`src/rtl/frame_shift_engine.sv`:
```
// Serial frame engine: shifts one W-bit config word out on sdi per latch frame and
// captures W returned sdo bits. Optional LOOPBACK_CHECK_EN adds lb_mismatch.
module frame_shift_engine #(
   parameter int BIT_CHIP = 6,
   parameter int NODE     = 16,
   parameter int W        = BIT_CHIP * NODE,
   parameter int CW       = $clog2(W + 1)
) (
   input  logic          clk_main,
   input  logic          clr,
   input  logic          clk_data_de2,
   input  logic          latch,
   input  logic          load_valid,
   input  logic [W-1:0]  load_data,
   output logic          load_ready,
   output logic          sdi,
   input  logic          sdo,
   output logic [W-1:0]  cap_data,
   output logic          cap_valid,
   output logic          frame_err,
   output logic [CW-1:0] bit_cnt
`ifdef LOOPBACK_CHECK_EN
   ,
   output logic          lb_mismatch
`endif
);

   typedef enum logic [1:0] {IDLE, SHIFT, HOLD} state_t;

   localparam logic [CW-1:0] W_CNT = CW'(W);

   state_t         state, state_nxt;
   logic           clk_prev, latch_prev;
   logic           stg_full, stg_full_nxt;
   logic [W-1:0]   stg_data, stg_data_nxt;
   logic [W-1:0]   tx, tx_nxt;
   logic [W-1:0]   tx_word, tx_word_nxt;
   logic [W-1:0]   rx, rx_nxt;
   logic [CW-1:0]  cnt_nxt;
   logic           ovf, ovf_nxt;
   logic [W-1:0]   cap_nxt;
   logic           cv_nxt, fe_nxt;
   logic           d_rise, d_fall, l_rise, l_fall;
   logic           accept, xfer, capture;

   assign d_rise     = clk_data_de2 & ~clk_prev;
   assign d_fall     = ~clk_data_de2 & clk_prev;
   assign l_rise     = latch & ~latch_prev;
   assign l_fall     = ~latch & latch_prev;
   assign load_ready = ~stg_full;
   assign accept     = load_valid & ~stg_full;

   always_comb begin
      state_nxt   = state;
      tx_nxt      = tx;
      tx_word_nxt = tx_word;
      rx_nxt      = rx;
      cnt_nxt     = bit_cnt;
      ovf_nxt     = ovf;
      cap_nxt     = cap_data;
      cv_nxt      = 1'b0;
      fe_nxt      = 1'b0;
      xfer        = 1'b0;
      capture     = 1'b0;
      case (state)
         IDLE: begin
            if (l_fall) begin
               // tx_word keeps the whole frame word so an empty stage repeats it
               xfer        = 1'b1;
               tx_nxt      = stg_full ? stg_data : tx_word;
               tx_word_nxt = tx_nxt;
               cnt_nxt     = '0;
               ovf_nxt     = 1'b0;
               state_nxt   = SHIFT;
            end
         end
         SHIFT: begin
            if (d_rise) begin
               rx_nxt  = {rx[W-2:0], sdo};
               cnt_nxt = bit_cnt + CW'(1);
            end else if (d_fall && bit_cnt != '0) begin
               tx_nxt = {tx[W-2:0], 1'b0};
            end
            // data edge already folded into cnt_nxt/rx_nxt before the latch decision
            if (l_rise) begin
               state_nxt = IDLE;
               if (cnt_nxt == W_CNT) capture = 1'b1;
               else                  fe_nxt  = 1'b1;
            end else if (cnt_nxt == W_CNT) begin
               state_nxt = HOLD;
            end
         end
         HOLD: begin
            ovf_nxt = ovf | d_rise;
            if (l_rise) begin
               state_nxt = IDLE;
               if (ovf_nxt) fe_nxt  = 1'b1;
               else         capture = 1'b1;
            end
         end
         default: state_nxt = IDLE;
      endcase
      if (capture) begin
         cap_nxt = rx_nxt;
         cv_nxt  = 1'b1;
      end
      // a same-cycle accept wins: the transfer above already used the old content
      stg_full_nxt = accept ? 1'b1 : (xfer ? 1'b0 : stg_full);
      stg_data_nxt = accept ? load_data : stg_data;
   end

   always_ff @(posedge clk_main or posedge clr) begin
      if (clr) begin
         state      <= IDLE;
         clk_prev   <= 1'b1;
         latch_prev <= 1'b0;
         stg_full   <= 1'b0;
         stg_data   <= '0;
         tx         <= '0;
         tx_word    <= '0;
         rx         <= '0;
         bit_cnt    <= '0;
         ovf        <= 1'b0;
         cap_data   <= '0;
         cap_valid  <= 1'b0;
         frame_err  <= 1'b0;
         sdi        <= 1'b0;
      end else begin
         state      <= state_nxt;
         clk_prev   <= clk_data_de2;
         latch_prev <= latch;
         stg_full   <= stg_full_nxt;
         stg_data   <= stg_data_nxt;
         tx         <= tx_nxt;
         tx_word    <= tx_word_nxt;
         rx         <= rx_nxt;
         bit_cnt    <= cnt_nxt;
         ovf        <= ovf_nxt;
         cap_data   <= cap_nxt;
         cap_valid  <= cv_nxt;
         frame_err  <= fe_nxt;
         sdi        <= tx_nxt[W-1];
      end
   end

`ifdef LOOPBACK_CHECK_EN
   logic lb_q;

   always_ff @(posedge clk_main or posedge clr) begin
      if (clr) lb_q <= 1'b0;
      else     lb_q <= capture && (rx_nxt != tx_word);
   end

   assign lb_mismatch = lb_q;
`endif

endmodule

```
`config.mk`:
```
export PLATFORM = sky130hd
export DESIGN_NAME = frame_shift_engine
export DESIGN_NICKNAME = d
export VERILOG_FILES = /design/src/rtl/frame_shift_engine.sv
export SDC_FILE = /design/constraint.sdc
export NUM_CORES = 1
export LEC_CHECK = 0
export ABC_AREA = 0
export CAP_MARGIN = 20
export CORE_UTILIZATION = 25
export DETAILED_ROUTE_END_ITERATION = 8
export GPL_TIMING_DRIVEN = 0
export SKIP_CTS_REPAIR_TIMING = 1
export SLEW_MARGIN = 5
export SYNTH_ARGS = -nofsm -noshare
export SYNTH_HDL_FRONTEND = slang
export SYNTH_SLANG_ARGS = --single-unit
```
`constraint.sdc`:
```
create_clock -name clk_main -period 20.9 [get_ports clk_main]
set_input_delay 2.09 -clock clk_main [delete_from_list [all_inputs] [get_ports clk_main]]
set_output_delay 2.09 -clock clk_main [all_outputs]
set_load 0.01 [all_outputs]
```
==> summary.txt <==
Status
  – Status: complete, no violations

STA
  – RSZ-0062 raised after global routing: no
  – Worst slew pin tran: 0.979 ns
  – Final Skew: 0.0120 ns
  – Slew margin rel.: 34.7%
  – Hold slack: 0.473 ns
  – F_max: 202 MHz
  – Final setup margin: 15.94 ns
  – Tcrit/Tclk final: 23.7%
  – Final setup violation count: 0
  – Fin. Hold Viols: 0
  – Tmin final: 4.96 ns
  – Slew Viols, Final: 0

Worst setup path
  – Worst Path Required: 18.81 ns
  – Worst Path Max Fanout: 10
  – Worst path arrival time: 2.87 ns
  – Endpoint type of the worst setup path: primary output
  – WS Path Type: register to primary output
  – R2r worst-path depth: 10
  – CP startpoint kind: register

Synth
  – Most common cell in the netlist: dfrtp_1
  – Synthesized area per cell: 12.3 um^2
  – Seq/Total Area, Yosys: 61.0%
  – Ys async rst share: 100%
  – #FFs+latches synth: 495
  – Commonest cells post-synth: dfrtp_1 (494), mux2_2 (261), nand2_1 (201)
  – Cells after Synth: 1,657
  – Post-Syn Area: 0.0203 mm^2
  – Total nets after synthesis: 1,764
  – Main area contributors after synthesis: dfrtp_1 (61%), mux2_2 (14%), o21ai_0 (4.9%), mux2i_1 (4.7%), nand2_1 (3.7%)
  – Yosys top cell area share: 60.8%
  – Yosys top cell by area: dfrtp_1
  – Leading register cell type out of synthesis: dfrtp_1
  – Number of synthesis warnings: 0
  – Post-synth EDFFs: 0
  – Library cells used by synthesis: 47

Final layout
  – N_diodes: 0
  – Nets: 2,033
  – Area grow syn2layout: 26.2%
  – Final instance area: 0.0256 mm^2
  – Fillers: 8,019
  – Layout cell share with drive strength beyond 1: 21.0%
  – Post-layout utilization of the core: 31.9%

Place
  – Final GP Congestion: 0.774
  – PortBufs: 208
  – HPWL after DPL: 34.9 mm
  – Pre-CTS setup slack: 15.39 ns
  – Placed cell area: 0.0239 mm^2

Drt
  – DRC errors left: 0
  – Wire length on met2: 22.7 mm
  – Metal-1 WL: 22.6 mm
  – DRT Pass-1 Iters: 5
  – Final wirelength: 48.2 mm
  – Routed Antenna Nets: 0
  – Met3 WL: 1.88 mm
  – Top Layer Used: met4
  – Vias: 13,300
  – Vias per cell: 4.40
  – Initial DRC count: 783
  – Drt wl/cell: 15.9 um

Power and ir drop
  – PwrDens: 126 mW/mm^2
  – Fraction of power spent switching nets: 33.2%
  – Combinational fraction of design power: 28.2%
  – Overall Power: 3.24 mW
  – Leak Pwr: 11.8 nW
  – Max IR drop VDD: 67.4 uV
  – Net Sw Power: 1.07 mW
  – Cell internal pwr: 2.16 mW
  – Clock power share: 29.4%
  – Flop pwr share: 42.4%

Clocking
  – Clock transition at path regs: 0.06 ns
  – CTS root buffer: clkbuf_16
  – H-tree levels: 2
  – TritonCTS buffer count: 54
  – CTS tree: built
  – Clock Sinks: 495
  – CTS max path bufs: 3
  – Later-pin clock latency in the skew report: 0.61 ns

Floorplan
  – Die area: 0.0824 mm^2
  – Starting Density: 25.3%
  – Core Region: 0.0804 mm^2
  – Io pins: 209
  – Num rows: 104
  – Die Wd: 287 um
  – Die boundary height: 287 um

Global route
  – Largest net degree at the start of global routing: 120
  – Initial antenna violation count: 0
  – Vias in the first global route: 13,800
  – GRT Util Overall: 11.7%
  – GRT overflow: 0
  – First-pass GRT wire length: 77.0 mm

Run
  – MaxCap Viol Count: 0

Hold path
  – HP Class: register to register
  – Hold Crit Depth: 2
[registers in the layout (all words and copies together) (netlist names)]
| name | flops |
|---|---|
| stg_full | 1 |
| frame_err | 1 |
| clk_prev | 1 |
| state | 2 |
| latch_prev | 1 |
| rx | 96 |
| stg_data | 96 |
| ovf | 1 |
| cap_data | 96 |
| bit_cnt | 7 |
| cap_valid | 1 |
| tx_word | 96 |
| tx | 96 |
[placed cells by master (no fill, tap or decap), types with 4 or more instances in the layout]
cell type / count
clkinv_2: 8
and2_1: 4
nor2_1: 97
o31ai_1: 4
clkbuf_16: 54
nand2_1: 201
o21ai_0: 198
clkdlybuf4s50_1: 208
nand3b_1: 4
clkbuf_1: 85
mux2_4: 29
buf_2: 23
a21oi_1: 100
buf_16: 4
clkbuf_8: 11
buf_1: 13
mux2_2: 261
mux2i_1: 96
inv_1: 12
dfrtp_1: 494
ha_1: 5
[per-stage QoR]
stage	instances	setup TNS [ns]
2_1_floorplan	1657	0
3_3_place_gp	2925	-18.13
3_5_place_dp	2930	0
4_1_cts	3027	0
5_1_grt	3027	0
6_report	3027	0
[worst max-delay path: stages, from the launching register on]
cell,delay (ns)
dfrtp_1,0.32
clkbuf_1,0.64
buf_1,0.62
inv_1,0.08
clkdlybuf4s50_1,0.60
[final timing paths]
kind / startpoint / endpoint / slack, ns
max in group asynchronous: clr / tx_word[62] / 17.40
worst max-delay path: stg_full / load_ready / 15.94
worst min-delay path: tx_word[3] / tx_word[3] / 0.47
min in group asynchronous: clr / cap_data[49] / 1.99
worst max register to register: state[1] / tx[80] / 17.30
worst min register to register: tx_word[3] / tx_word[3] / 0.47
[layer usage]
layer  vias up  GRT usage, %
met5         -             0
met4         0          3.02
met3        68          2.02
met2       292          19.2
met1      6683          15.9
li1       6267             -
[power by group through the flow]
stage | Sequential, mW | Clock [mW] | Combinational, mW
floorplan | 1.34 | 0 | 0.684
global placement | 1.38 | 0 | 0.885
detailed placement | 1.39 | 0 | 0.926
CTS | 1.38 | 0.984 | 0.929
global route | 1.41 | 1.02 | 1.04
finish | 1.37 | 0.951 | 0.913
[logic make-up (layout without fill, tap and decap cells)]
group	after synthesis	in the layout	share of synthesized area, %
DFF	495	495	61.0
muxes	386	386	21.3
and+or+nand+nor	326	326	6.47
AOI/OAI and AO/OA	318	318	8.24
buffers and inverters	124	434	2.56
adders and majority gates	5	5	0.308
xor gates and xnor gates	3	3	0.129
[cell type report]
type	instances	area, um^2	area share, %
clock inverters	18	219	0.854
clock buffers	79	1560	6.07
inverters	13	56.3	0.220
plain buffers	111	472	1.84
multi-input cells	1038	7410	28.9
flip-flops and latches	495	12400	48.3
well taps	1060	1330	5.17
repair buffers	213	2210	8.61
No activity file was read; power rests on OpenSTA's default activity.
